## config.mk

```make
export PLATFORM = sky130hd
export DESIGN_NAME = seq_count_ctrl_flat
export DESIGN_NICKNAME = d
export VERILOG_FILES = /design/src/rtl/seq_count_pkg.sv /design/src/rtl/seq_count_if.sv /design/src/rtl/seq_count_cnt.sv /design/src/rtl/seq_count_ctrl.sv /design/src/flat_wrapper.sv
export SDC_FILE = /design/constraint.sdc
export NUM_CORES = 1
export LEC_CHECK = 0
export ABC_CLOCK_PERIOD_IN_PS = 1500
export BUFFER_PORTS_ARGS = -buffer_cell sky130_fd_sc_hd__buf_2
export CAP_MARGIN = 20
export CORE_UTILIZATION = 44
export DETAILED_ROUTE_END_ITERATION = 16
export HOLD_SLACK_MARGIN = 0.15
export PLACE_DENSITY = 0.72
export SYNTH_ARGS = -nofsm -noshare
export SYNTH_HDL_FRONTEND = slang
export SYNTH_SLANG_ARGS = --single-unit
```

## constraint.sdc

```tcl
create_clock -name clk -period 1.5 [get_ports clk]
set_input_delay 0.15 -clock clk [delete_from_list [all_inputs] [get_ports clk]]
set_output_delay 0.15 -clock clk [all_outputs]
set_load 0.005 [all_outputs]
```

## src/rtl/seq_count_pkg.sv

```systemverilog
// Shared types for the sequenced counter controller.
// Holds the FSM state encoding used by the controller, its interface and the bench.
package seq_count_pkg;

    // state output is two bits wide; encoding 3 is never produced
    typedef enum logic [1:0] {
        IDLE = 2'd0,
        ARM  = 2'd1,
        RUN  = 2'd2
    } state_t;

    localparam int WIDTH_DEF = 4;

endpackage

```

## src/rtl/seq_count_if.sv

```systemverilog
// Control/status bundle between a requester and seq_count_ctrl.
// master: drives start, x, abort, limit; slave: drives count, state, busy, done, aborted.
interface seq_count_if #(
    parameter int WIDTH = 4
);
    import seq_count_pkg::*;

    logic             start;
    logic             x;
    logic             abort;
    logic [WIDTH-1:0] limit;
    logic [WIDTH-1:0] count;
    state_t           state;
    logic             busy;
    logic             done;
    logic             aborted;

    modport master (
        output start,
        output x,
        output abort,
        output limit,
        input  count,
        input  state,
        input  busy,
        input  done,
        input  aborted
    );

    modport slave (
        input  start,
        input  x,
        input  abort,
        input  limit,
        output count,
        output state,
        output busy,
        output done,
        output aborted
    );

endinterface

```

## src/rtl/seq_count_cnt.sv

```systemverilog
// WIDTH-bit up counter with synchronous clear and count enable, wrapping modulo 2^WIDTH.
// Ports: clk, reset (sync, active-high), clr_i (clear, wins over en_i), en_i, count_o.
module seq_count_cnt #(
    parameter int WIDTH = 4
) (
    input  logic             clk,
    input  logic             reset,
    input  logic             clr_i,
    input  logic             en_i,
    output logic [WIDTH-1:0] count_o
);

    logic [WIDTH-1:0] count_q;
    logic [WIDTH-1:0] count_d;

    always_comb begin
        count_d = count_q;
        if (clr_i) begin
            count_d = '0;
        end else if (en_i) begin
            count_d = count_q + 1'b1;
        end
    end

    always_ff @(posedge clk) begin
        if (reset) begin
            count_q <= '0;
        end else begin
            count_q <= count_d;
        end
    end

    assign count_o = count_q;

endmodule

```

## src/rtl/seq_count_ctrl.sv

```systemverilog
// Sequenced count controller: IDLE -> ARM -> RUN, counting qualified x cycles up to a
// captured limit. Ports: clk, reset (sync, active-high), bus (seq_count_if.slave).
module seq_count_ctrl
    import seq_count_pkg::*;
#(
    parameter int WIDTH = 4
) (
    input  logic           clk,
    input  logic           reset,
    seq_count_if.slave     bus
);

    state_t           state_q;
    state_t           state_d;
    logic [WIDTH-1:0] lim_q;
    logic [WIDTH-1:0] lim_d;
    logic             done_q;
    logic             done_d;
    logic             aborted_q;
    logic             aborted_d;

    logic             cnt_clr;
    logic             cnt_en;
    logic             lim_ld;
    logic [WIDTH-1:0] count;
    logic             term;

    seq_count_cnt #(
        .WIDTH (WIDTH)
    ) u_cnt (
        .clk     (clk),
        .reset   (reset),
        .clr_i   (cnt_clr),
        .en_i    (cnt_en),
        .count_o (count)
    );

    // Terminal match uses the registered count; only consulted in RUN
    assign term  = (count == lim_q);
    assign lim_d = lim_ld ? bus.limit : lim_q;

    always_ff @(posedge clk) begin
        if (reset) begin
            state_q   <= IDLE;
            lim_q     <= '0;
            done_q    <= 1'b0;
            aborted_q <= 1'b0;
        end else begin
            state_q   <= state_d;
            lim_q     <= lim_d;
            done_q    <= done_d;
            aborted_q <= aborted_d;
        end
    end

    always_comb begin
        state_d = state_q;
        unique case (state_q)
            IDLE: begin
                if (bus.start) begin
                    state_d = ARM;
                end
            end
            ARM: begin
                if (bus.abort) begin
                    state_d = IDLE;
                end else if (bus.x) begin
                    state_d = RUN;
                end
            end
            RUN: begin
                if (bus.abort || term) begin
                    state_d = IDLE;
                end else if (!bus.x) begin
                    state_d = ARM;
                end
            end
            default: begin
                state_d = IDLE;
            end
        endcase
    end

    always_comb begin
        cnt_clr   = 1'b0;
        cnt_en    = 1'b0;
        lim_ld    = 1'b0;
        done_d    = 1'b0;
        aborted_d = 1'b0;
        unique case (state_q)
            IDLE: begin
                if (bus.start) begin
                    cnt_clr = 1'b1;
                    lim_ld  = 1'b1;
                end
            end
            ARM: begin
                if (bus.abort) begin
                    aborted_d = 1'b1;
                end else if (bus.x) begin
                    cnt_en = 1'b1;
                end
            end
            RUN: begin
                if (bus.abort) begin
                    aborted_d = 1'b1;
                end else if (term) begin
                    done_d = 1'b1;
                end else if (bus.x) begin
                    cnt_en = 1'b1;
                end
            end
            default: begin
                cnt_clr = 1'b0;
            end
        endcase
    end

    assign bus.count   = count;
    assign bus.state   = state_q;
    assign bus.busy    = (state_q != IDLE);
    assign bus.done    = done_q;
    assign bus.aborted = aborted_q;

endmodule
```

## src/flat_wrapper.sv

```systemverilog
// flat-port wrapper written by rule: the top's interface ports become plain ports
module seq_count_ctrl_flat import seq_count_pkg::*;
#(
    parameter int WIDTH = 4
)
  (clk, reset, bus_start, bus_x, bus_abort, bus_limit, bus_count, bus_state, bus_busy, bus_done, bus_aborted);
  seq_count_if #(.WIDTH(WIDTH)) bus_i ();
  input  logic clk;
  input  logic reset;
  input wire logic [$bits(bus_i.start)-1:0] bus_start;
  input wire logic [$bits(bus_i.x)-1:0] bus_x;
  input wire logic [$bits(bus_i.abort)-1:0] bus_abort;
  input wire logic [$bits(bus_i.limit)-1:0] bus_limit;
  output wire logic [$bits(bus_i.count)-1:0] bus_count;
  output wire logic [$bits(bus_i.state)-1:0] bus_state;
  output wire logic [$bits(bus_i.busy)-1:0] bus_busy;
  output wire logic [$bits(bus_i.done)-1:0] bus_done;
  output wire logic [$bits(bus_i.aborted)-1:0] bus_aborted;
  assign bus_i.start = bus_start;
  assign bus_i.x = bus_x;
  assign bus_i.abort = bus_abort;
  assign bus_i.limit = bus_limit;
  assign bus_count = bus_i.count;
  assign bus_state = bus_i.state;
  assign bus_busy = bus_i.busy;
  assign bus_done = bus_i.done;
  assign bus_aborted = bus_i.aborted;
  seq_count_ctrl #(.WIDTH(WIDTH)) u_core (.clk(clk), .reset(reset), .bus(bus_i));
endmodule
```

Yosys cells after proc, flatten, opt, wreduce, memory -nomap -nowiden
Index checks and enable logic that the tools add are counted.
Widths: inputs -> output; s select.
{"block": "op_classes", "addsub": 1, "bitwise_logic": 2, "n_mux": 15, "eq_ne": 6, "reduce_logical": 8}
{"operator": "$mux 2", "n": 5}
{"operator": "$mux 1", "n": 8}
{"operator": "$pmux 2 s3", "n": 1}
{"operator": "$reduce_or 2->1", "n": 3}
{"operator": "$add 4x1->4 const B", "n": 1}
{"operator": "$eq 4x4->1", "n": 1}
{"operator": "$ne 3x2->1 const B", "n": 1}
{"operator": "$ne 3x3->1 const B", "n": 1}
{"operator": "$reduce_and 3->1", "n": 1}
{"operator": "$reduce_or 3->1", "n": 1}
{"operator": "$eq 2x1->1 const B", "n": 1}
{"operator": "$eq 2x2->1 const B", "n": 1}
{"operator": "$logic_not 2->1", "n": 1}
{"operator": "$ne 2x2->1 const B", "n": 1}
{"operator": "$not 1->1", "n": 2}
{"operator": "$pmux 1 s2", "n": 1}
{"operator": "$reduce_bool 2->1", "n": 1}
{"operator": "$logic_or 1x1->1", "n": 1}
{"block": "word_totals", "reg_bits": 12, "elab_cells": 37}

Logic depth before layout (Yosys ltp)
Gate-level depths: netlist of run 1.
{"block": "depth", "ltp_word": 4, "mapped_depth": 7}

Cells and area by module
From an unflattened synthesis of run 1, not the netlist that was laid out.
{"block": "hier_totals", "cells_unflattened": 71, "area_unflattened_um2": 626.9}
{"mod": "seq_count_ctrl", "n_inst": 1, "seq_area_each_um2": 160.2, "cells_per_inst": 54, "area_each_um2": 449.2}
{"mod": "seq_count_cnt", "n_inst": 1, "seq_area_each_um2": 80.1, "cells_per_inst": 17, "area_each_um2": 177.7}

Least setup slack after synthesis of run 1
OpenSTA, ideal clock, no wires.
{"block": "synth_path", "path_kind": "register -> register", "start": "register u_core.state_q[0], in the netlist u_core.bus.state[0]", "end": "register u_core.state_q[1], in the netlist u_core.bus.state[1]", "n_path_buf": 1, "path_slack_ns": -0.067, "required_time_ns": 1.430, "setup_ns": 0.070, "period_less_slack_ns": 1.567, "arrival_ns": 1.496, "path_stages_with_launch": 8, "cell_sequence": "dfxtp_1 > inv_1 > ha_1 > clkbuf_1 > inv_1 > o22ai_1 > or4_1 > a21oi_1"}
{"block": "synth_between", "elab_chain_cells": 3, "elab_cells_between_ends": 8, "cone_classes": "eq/ne: 5; mux: 1; reduce/logical: 2"}
{"item": "start: declaration", "line": "seq_count_ctrl.sv:13", "source": "state_t state_q;"}
{"item": "start signal: assignment", "line": "seq_count_ctrl.sv:49", "source": "state_q <= state_d;"}
{"item": "$eq 2x2->1, or another cell as far along", "line": "seq_count_ctrl.sv:58", "source": "unique case (state_q)"}
{"item": "$ne 3x2->1 (no source line), or another cell as far along"}
{"item": "$reduce_and 3->1 (no source line)"}
Parallel ways exist; a longest one is shown, timed or not.
A chain may end at the register's enable or synchronous reset.

Final worst setup path of run 1
{"block": "layout_path", "start": "register u_core.state_q[0], in the netlist u_core.bus.state[0]", "end": "register u_core.state_q[0], in the netlist u_core.bus.state[0]"}
The elaborated chain is that of the path after synthesis.

==> results of run 1 <==
power by group:
group / internal, µW / switching [µW]
combinational: 174 / 168
clock: 148 / 117
sequential: 345 / 25.8
layout make-up:
type,count,area (µm²)
clock buffers,4,36.3
fillers,104,300
inverters,4,20.0
multi-input cells,58,462
flip-flops and latches,12,246
well taps,15,18.8
repair buffers,37,250
critical path: cells and delay by family (launching register included):
kind,cells,cell delay [ps]
AO/OA/AOI/OAI,2,220
flip-flops,1,360
buffers and inverters,1,50
AND/OR/NAND/NOR,2,650
adder cells (fa/ha/maj),1,160
layer usage:
metal / track usage, % / vias to the layer above
met5: 0 / -
met4: 12.5 / 0
met3: 8.33 / 7
met2: 39.1 / 28
met1: 26.1 / 332
li1: - / 350
sequential cells by signal, indices dropped and copies added (netlist names):
name and flops:
u_core.bus.aborted 1, u_core.bus.state 2, u_core.lim_q 4, u_core.bus.done 1
u_core.u_cnt.count_o 4
cells in the mapped netlist, types with 3 or more instances:
master | instances | area (µm²)
a21oi_1 | 6 | 30.0
dfxtp_1 | 12 | 240
ha_1 | 5 | 62.6
inv_1 | 4 | 15.0
nand2_1 | 10 | 37.5
nand2b_1 | 3 | 18.8
nand3_1 | 4 | 20.0
nor2_1 | 3 | 11.3
o21ai_0 | 5 | 25.0
xnor2_1 | 3 | 26.3
what timing repair did:
action | CTS | global route
hold buffers | 6 | 0
pin swaps | 3 | 5
buffers inserted | 1 | 2
endpoints found under the hold margin | 7 | 0
endpoints found under the setup margin | 6 | 6
resized for setup | 2 | 14
logic make-up (layout without fill, tap and decap cells):
| kind of cell | after synthesis | in the layout | share of synthesized area (%) |
|---|---|---|---|
| buffers and inverters | 6 | 45 | 3.49 |
| xor gates and xnor gates | 4 | 4 | 6.59 |
| adders and majority gates | 5 | 5 | 9.69 |
| and+or+nand+nor | 29 | 29 | 23.6 |
| DFF | 12 | 12 | 37.2 |
| muxes | 2 | 2 | 3.10 |
| AOI/OAI and AO/OA | 18 | 18 | 16.3 |
worst max path at each step:
stage | to | slack [ps] | cells after the start
final | u_core.bus.state[0] | -30 | 6
after global routing | u_core.bus.state[0] | -70 | 6
after CTS | u_core.bus.state[0] | -20 | 6
after detailed placement | u_core.u_cnt.count_o[2] | -20 | 6
after global placement | u_core.u_cnt.count_o[0] | -0.2 | 6
after floorplan | u_core.bus.state[1] | -0.4 | 7
through the flow:
stage / worst slack [ps] / power, µW / instances
6_report: -25.9 / 978 / 130
5_1_grt: -74.9 / 1030 / 130
2_1_floorplan: -0.431 / 514 / 76
3_5_place_dp: -21.1 / 624 / 117
4_1_cts: -18.4 / 912 / 128
3_3_place_gp: -0.232 / 618 / 117
==> summary.md, run 1 <==
| Metric | Value |
|---|---|
| Commonest non-fill, non-tap cells in the layout | `buf_2 (17), buf_4 (14), nand2_1 (10)` |
| Worst Hold Class | `input port to flop` |
| Post-DP HPWL | `1100 µm` |
| RSZ-0062 raised after global routing | `yes` |
| Rows | `13` |
| Final period utilization | `102%` |
| Endpoint, Worst Hold | `u_core.lim_q[0]` |
| Max Cap Viol | `0` |
| Syn Area/Cell | `approximately 8.5 µm²` |
| Wire length of the first global-routing pass | `between 2000 and 2500 µm` |
| Final setup fails | `1` |
| GRT Total Usage | `23.5%` |
| Layout Nets | `130` |
| Library cells used by synthesis | `26` |
| Maximum clock frequency | `0.655 GHz` |
| Pin count of the biggest net entering global routing | `11` |
| # IOs | `18` |
| H-tree Lvls | `1` |
| Most frequently used flop master after synthesis | `dfxtp_1` |
| Initial Util | `48.4%` |
| Critical path, cell by cell | `inv_4 > ha_4 > nand3b_1 > a41oi_2 > or4_1 > o21ai_1` |
| Vias | `between 700 and 800` |
| Vias in the first global route | `543` |
| Iteration-0 DRC Markers | `19` |
| Highest routed layer | `met4` |
| Clock buffer count from CTS | `3` |
| Crit Path Class | `flop to flop` |
| Proportion of synthesized chip area in sequential cells | `37.2%` |
| Core area | `0.00133 mm²` |
| Post-synth EDFFs | `0` |
| RR Startpoint | `u_core.bus.state[0]` |
| Hold Startpoint | `bus_start` |
| Register clock-pin slew on the reported worst setup and hold paths | `approximately 80 ps` |
| Max FO, Critical Path | `4` |
| Synth Instances | `76` |
| Hold Crit Depth | `3` |
| Grt ovf | `0` |
| Crit-path max cell delay | `550 ps` |
| Vias/cell | `5.52` |
| Clock Tree Buf Depth | `2` |
| CP Capture Type | `flop` |
| CTS tree | `yes` |
| RePlAce Congestion | `0.788` |
| Final Cell Area | `0.00103 mm²` |
| Slowest CP cell | `or4_1` |
| Clk_lat worst skew | `around 280 ps` |
| Routed met1 length | `738 µm` |
| Headroom to the max-slew limit | `78.2%` |
| Final Hold Viols | `0` |
| Proportion of layout cells with a drive suffix above 1 | `between 40 and 50%` |
| Met3 Wirelength | `around 83 µm` |
| Outcome | `finished with violations` |
| Min Clock Period, post-route | `around 1500 ps` |
| Worst Slack Setup Final | `-25.9 ps` |
| Met2 WL post-DR | `roughly 970 µm` |
| Post-route setup TNS | `-25.9 ps` |
| Failing checks | `negative setup slack` |
| Async set or reset register ratio after synthesis | `0%` |
| Pwr/cell area | `around 950 mW/mm²` |
| Diodes inserted | `0` |
| Reg2reg setup slack | `-30 ps` |
| Final Skew | `roughly 2.6 ps` |
| Utilization after layout | `77.5%` |
| # port buffers | `17` |
| Placed Area | `835 µm²` |
| DR pass1 iterations | `4` |
| Seq cells post-synth | `12` |
| Final hold slack | `201 ps` |
| Clock root cell | `clkbuf_4` |
| Die height | `between 40 and 50 µm` |
| Arrival time of the worst setup path | `~1700 ps` |
| CTS Sinks | `12` |
| Drt wl/cell | `14.2 µm` |
| Max Slew Vio Count | `0` |
| Slew @ Worst Pin | `325 ps` |
| Area Overhead vs Synth | `60.1%` |
| Die area | `0.00162 mm²` |
| Post-route DRC | `0` |
| Startpoint types | `flop` |
| Routed wire length | `around 1800 µm` |
| Worst Path Required | `about 1700 ps` |
| Cell Area, Synth | `646 µm²` |
| ANT nets after route | `0` |
| YS warnings | `0` |
| Post-Syn Nets | `90` |
| FF-to-FF End | `u_core.bus.state[0]` |
| Die width | `40.3 µm` |
| Critical path startpoint | `u_core.bus.state[0]` |
| Initial antenna violation count | `0` |
| VDD IR max | `621 µV` |
| Most common cell after layout, fill and taps aside | `buf_2` |
| Reg2Reg Depth | `6` |
| Leakage | `around 0.00047 µW` |
Power figures use the tool's default switching activity.
==> run 2, diff against run 1 <==
--- a/config.mk
+++ b/config.mk
@@ -6,12 +6,13 @@
 export NUM_CORES = 1
 export LEC_CHECK = 0
 export ABC_CLOCK_PERIOD_IN_PS = 1500
-export BUFFER_PORTS_ARGS = -buffer_cell sky130_fd_sc_hd__buf_2
 export CAP_MARGIN = 20
-export CORE_UTILIZATION = 44
+export CORE_AREA = 2 2 39 41
 export DETAILED_ROUTE_END_ITERATION = 16
+export DIE_AREA = 0 0 41 43
+export DONT_BUFFER_PORTS = 1
 export HOLD_SLACK_MARGIN = 0.15
-export PLACE_DENSITY = 0.72
+export PLACE_DENSITY = 0.66
 export SYNTH_ARGS = -nofsm -noshare
 export SYNTH_HDL_FRONTEND = slang
 export SYNTH_SLANG_ARGS = --single-unit
==> run 2 against run 1 <==
Compared with the run above:
- the flow now finishes without violations
- sequential power rose by 1%
- worst setup slack improved by 49 ps
- core utilization fell by 6.7 points
- clock skew fell by 0.90 ps
- combinational power fell by 7.0%
- global-route usage fell by 0.50 points
- power fell by 2.1%
- design area fell by 5.2%
- clock power barely moved
- non-clock buffer count fell by 14
- critical path depth did not move
- flip-flop and latch count did not move
==> summary.md, run 2 (synthesized netlist as in run 1, its figures left out) <==
| Metric | Value |
|---|---|
| Slowest CP cell | `or4_1` |
| Utilization after layout | `70.8%` |
| H-tree Lvls | `1` |
| Min Clock Period, post-route | `1480 ps` |
| Post-DP HPWL | `1050 µm` |
| Die area | `0.00176 mm²` |
| Clock root cell | `clkbuf_4` |
| Grt met3 use | `10.5%` |
| Core area | `0.00138 mm²` |
| Layout Nets | `116` |
| Max Slew Vio Count | `0` |
| Routed wire length | `1650 µm` |
| Met2 Usage GRT | `35.6%` |
| Post-route DRC | `0` |
| VDD IR max | `622 µV` |
| Register clock-pin slew on the reported worst setup and hold paths | `around 70 ps` |
| Vias/cell | `5.61` |
| Drt wl/cell | `approximately 14 µm` |
| Combinational fraction of design power | `33.3%` |
| NetSw | `297 µW` |
| Final Skew | `1.71 ps` |
| Internal power | `660 µW` |
| Most used routing layer in global routing | `met2` |
| Pin count of the biggest net entering global routing | `10` |
| GRT Total Usage | `23.0%` |
| Iteration-0 DRC Markers | `6` |
| Vias in the first global route | `594` |
| Initial antenna violation count | `0` |
| Diodes inserted | `0` |
| Outcome | `finished clean` |
| Placed insts | `104` |
| DR pass1 iterations | `4` |
| RePlAce Congestion | `0.846` |
| Initial Util | `46.7%` |
| Critical path, cell by cell | `inv_4 > ha_4 > nand3b_1 > a41oi_2 > or4_1 > a21oi_2` |
| # port buffers | `0` |
| Commonest non-fill, non-tap cells in the layout | `buf_4 (16), nand2_1 (10), dfxtp_1 (10)` |
| Max FO, Critical Path | `4` |
| Vias | `656` |
| Maximum clock frequency | `0.677 GHz` |
| Sw Share | `31.0%` |
| Rows | `14` |
| RR Startpoint | `u_core.bus.state[0]` |
| Max Cap Viol | `0` |
| Die width | `41 µm` |
| Final period utilization | `98.5%` |
| Leakage | `0.000403 µW` |
| Wire length of the first global-routing pass | `2620 µm` |
| Critical path startpoint | `u_core.bus.state[0]` |
| Clock buffer count from CTS | `3` |
| CTS Sinks | `12` |
| Flop pwr share | `39.3%` |
| Final Hold Viols | `0` |
| Most common cell after layout, fill and taps aside | `buf_4` |
| Crit-path max cell delay | `520 ps` |
| Worst Path Required | `1720 ps` |
| Clock power share | `27.4%` |
| Die height | `43 µm` |
| CTS tree | `yes` |
| Clk_lat worst skew | `280 ps` |
| Startpoint types | `flop` |
| # IOs | `18` |
| Grt ovf | `0` |
| Proportion of layout cells with a drive suffix above 1 | `35.6%` |
| Headroom to the max-slew limit | `75.1%` |
| ANT nets after route | `0` |
| Non-Filler Instances | `~120` |
| Worst Hold Class | `input port to flop` |
| CP Capture Type | `flop` |
| Arrival time of the worst setup path | `1700 ps` |
| Met1 global-route usage | `25.9%` |
| RSZ-0062 raised after global routing | `yes` |
| Final setup fails | `0` |
| Crit Path Class | `flop to flop` |
| Area Overhead vs Synth | `51.7%` |
| Slew @ Worst Pin | `between 300 and 400 ps` |
| Hold Startpoint | `bus_abort` |
| Pwr/cell area | `977 mW/mm²` |
| Clock Tree Buf Depth | `2` |
| Fillcell total | `103` |
## run 2: cell count changes in the layout (fill, tap and decap cells not counted), sizes merged
| cell | previous run | this run |
|---|---|---|
| buf | 31 | 16 |
| dlygate4sd3 | 6 | 7 |
## run 2: final timing paths
path / end / slack, ps / cells after the start
worst max-delay path: u_core.bus.state[1] / 20 / 6
worst min-delay path: u_core.bus.state[1] / 190 / 3
worst max register to register: u_core.bus.state[1] / 20 / 6
worst min register to register: u_core.lim_q[2] / 490 / 2
## run 2: timing repair
action | in CTS | in global routing
gates resized for setup | 3 | 15
setup buffers | 0 | 2
endpoints found under the setup margin | 3 | 6
pin swaps | 1 | 0
hold buffers | 7 | 0
hold endpoints to repair | 8 | 0
## run 2: layout make-up
class                      instances  area [µm²]  area share [%]
inverter                           4        20.0            2.04
clock buffer                       4        36.3            3.70
tap                               16        20.0            2.04
timing repair buffer              23         190            19.4
multi-input combinational         58         465            47.5
sequential                        12         248            25.3
## run 2: layer usage
| layer | wire [µm] | vias up |
|---|---|---|
| met3 | 73 | 5 |
| met2 | 845 | 16 |
| met1 | 699 | 310 |
| li1 | - | 325 |
| met5 | 0 | - |
| met4 | 34 | 0 |
## run 2: power groups by stage
stage	clock (µW)	combinational (µW)	sequential (µW)
floorplan	0	141	373
global placement	0	227	370
detailed placement	0	228	372
CTS	263	267	366
global route	286	349	380
finish	263	318	376
## run 2: per-stage QoR
stage	worst slack (ps)	total power, µW	area [µm²]	TNS (ps)	hold slack (ps)
after floorplan	-0.431	514	657	-0.431	227
after global placement	9.31	597	773	0	214
after detailed placement	-0.905	600	773	-0.905	215
after CTS	15.4	896	895	0	177
after global routing	-61.6	1020	980	-253	196
final	22.9	957	980	0	190
## run 2: worst max-delay path, delay by kind of cell, from the launching register on
family / cells / cell delay (ps)
AND/OR/NAND/NOR: 2 / 620
flip-flops: 1 / 370
AO/OA/AOI/OAI: 2 / 200
adder cells (fa/ha/maj): 1 / 160
buffers and inverters: 1 / 50
==> run 3, diff against run 2 <==
==> constraint.sdc (replaced) <==
create_clock -name clk -period 1.5 [get_ports clk]
set_input_delay 0.075 -clock clk [delete_from_list [all_inputs] [get_ports clk]]
set_output_delay 0.075 -clock clk [all_outputs]
set_load 0.005 [all_outputs]
==> run 3 against run 2 <==
Compared with the run above:
- largest power group unchanged
- die area unchanged
- worst setup slack got worse by 6.8 ps
- critical path depth unchanged
- sequential share of layout area decreased by 0.51 points
- global-route usage decreased by 0.91 points
- combinational power increased by 1%
- register-to-register slack about the same
- first-iteration DRC count decreased by 50%
- design area increased by 2.0%
- core utilization increased by 1.4 points
- clock-buffer cell count unchanged
- via count increased by 1.4%
- critical path type unchanged
==> summary.md, run 3 (synthesized netlist as in run 1, its figures left out) <==
| Metric | Value |
|---|---|
| Outcome | `finished clean` |
| Die width | `41 µm` |
| Reg2Reg Depth | `6` |
| Initial Util | `around 47%` |
| Hold Crit Depth | `4` |
| Startpoint types | `flop` |
| Reg2reg setup slack | `20 ps` |
| Vias in the first global route | `581` |
| Register clock-pin slew on the reported worst setup and hold paths | `80 ps` |
| Max FO, Critical Path | `4` |
| Leakage | `0.000411 µW` |
| Max Cap Viol | `0` |
| Hold Startpoint | `bus_x` |
| Clock buffer count from CTS | `3` |
| Vias/cell | `approximately 5.6` |
| Post-DP HPWL | `between 1000 and 1500 µm` |
| RR Startpoint | `u_core.bus.state[0]` |
| CTS Sinks | `12` |
| ANT nets after route | `0` |
| Worst Path Required | `1720 ps` |
| CP Capture Type | `flop` |
| VDD IR max | `~620 µV` |
| Area Overhead vs Synth | `54.8%` |
| Drt wl/cell | `between 10 and 15 µm` |
| Final Power | `968 µW` |
| Slew @ Worst Pin | `391 ps` |
| GRT Total Usage | `between 20% and 30%` |
| RSZ-0062 raised after global routing | `yes` |
| Clock root cell | `clkbuf_4` |
| Initial antenna violation count | `0` |
| Pin count of the biggest net entering global routing | `11` |
| Endpoint, Worst Hold | `u_core.bus.state[0]` |
| H-tree Lvls | `1` |
| Fillcell total | `100` |
| Most common cell after layout, fill and taps aside | `buf_4` |
| Clock Tree Buf Depth | `2` |
| Final setup fails | `0` |
| Proportion of layout cells with a drive suffix above 1 | `35.0%` |
| Crit Path Class | `flop to flop` |
| Worst Slack Setup Final | `16.1 ps` |
| Final Cell Area | `1000 µm²` |
| RePlAce Congestion | `0.846` |
| Core area | `0.00138 mm²` |
| Diodes inserted | `0` |
| Commonest non-fill, non-tap cells in the layout | `buf_4 (16), nand2_1 (10), dfxtp_1 (10)` |
| Iteration-0 DRC Markers | `3` |
| Post-route DRC | `0` |
| # IOs | `18` |
| Max Slew Vio Count | `0` |
| Maximum clock frequency | `0.674 GHz` |
| Post-route setup TNS | `0 ps` |
| Final period utilization | `approximately 100%` |
| Final Hold Viols | `0` |
| Worst Hold Class | `input port to flop` |
| # port buffers | `0` |
| Layout Nets | `118` |
| Placed Area | `773 µm²` |
| Rows | `14` |
| Grt ovf | `0` |
| Placed insts | `104` |
| Routed wire length | `1640 µm` |
| CTS tree | `yes` |
| Min Clock Period, post-route | `between 1000 and 1500 ps` |
| Vias | `665` |
| Pwr/cell area | `968 mW/mm²` |
| Worst slack at placement | `-0.905 ps` |
| Headroom to the max-slew limit | `73.8%` |
| Die area | `around 0.0018 mm²` |
| Arrival time of the worst setup path | `1710 ps` |
| FF-to-FF End | `u_core.bus.state[1]` |
| Clk_lat worst skew | `roughly 290 ps` |
| Die height | `43 µm` |
| Non-Filler Instances | `~120` |
| Final Skew | `3.37 ps` |
| DR pass1 iterations | `4` |
| Wire length of the first global-routing pass | `~2500 µm` |
-- run 3: changes by cell type in the layout (fill, tap and decap cells not counted), sizes merged --
cell,before,now
dlygate4sd3,7,9
-- run 3: worst max-delay path: stages (launching register included) --
cell and delay (ps):
dfxtp_4 380, inv_4 50, ha_4 160, nand3b_1 100, a41oi_2 60, or4_1 520
a21oi_2 140
-- run 3: how the worst max path moves through the flow --
stage,from,end,slack [ps],depth (start not counted)
2_1_floorplan,u_core.bus.state[0],u_core.bus.state[1],-0.4,7
3_3_place_gp,u_core.bus.state[0],u_core.u_cnt.count_o[0],9,6
3_5_place_dp,u_core.bus.state[0],u_core.u_cnt.count_o[0],-0.9,6
4_1_cts,u_core.bus.state[1],u_core.bus.state[1],10,6
5_1_grt,u_core.u_cnt.count_o[3],u_core.u_cnt.count_o[0],-60,5
6_report,u_core.bus.state[0],u_core.bus.state[1],20,6
-- run 3: repair_timing --
item	CTS	global route
endpoints found under the setup margin	3	6
hold endpoints to repair	12	1
setup buffers	0	2
pin swaps	1	0
gates resized for setup	3	15
hold buffers	8	1
-- run 3: area by class of cell --
cell class | count | area [µm²] | share of cell area (%)
tap | 16 | 20.0 | 2.00
timing repair buffer | 25 | 210 | 21.0
clock buffer | 4 | 36.3 | 3.63
inverter | 4 | 20.0 | 2.00
multi-input combinational | 58 | 465 | 46.6
sequential | 12 | 248 | 24.8
-- run 3: layer usage --
layer / wire [µm] / vias up / global-route usage [%] / share of wire [%]
li1: - / 329 / - / -
met2: 801 / 20 / 32.8 / 49
met1: 716 / 311 / 25.9 / 44
met4: 34 / 0 / 10.0 / 2.1
met3: 89 / 5 / 10.5 / 5.4
met5: 0 / - / 0 / 0
-- run 3: per-stage QoR --
stage | hold WS (ps) | util, %
finish | 171 | 72.2
global route | 196 | 72.2
CTS | 152 | 65.4
detailed placement | 140 | 55.9
global placement | 139 | 55.9
floorplan | 152 | -
-- run 3: report_power, final --
part           total, µW  internal (µW)  switching (µW)  leakage, µW
registers            378            348            30.0    0.0000991
logic                322            168             155     0.000291
clock network        268            148             119    0.0000210
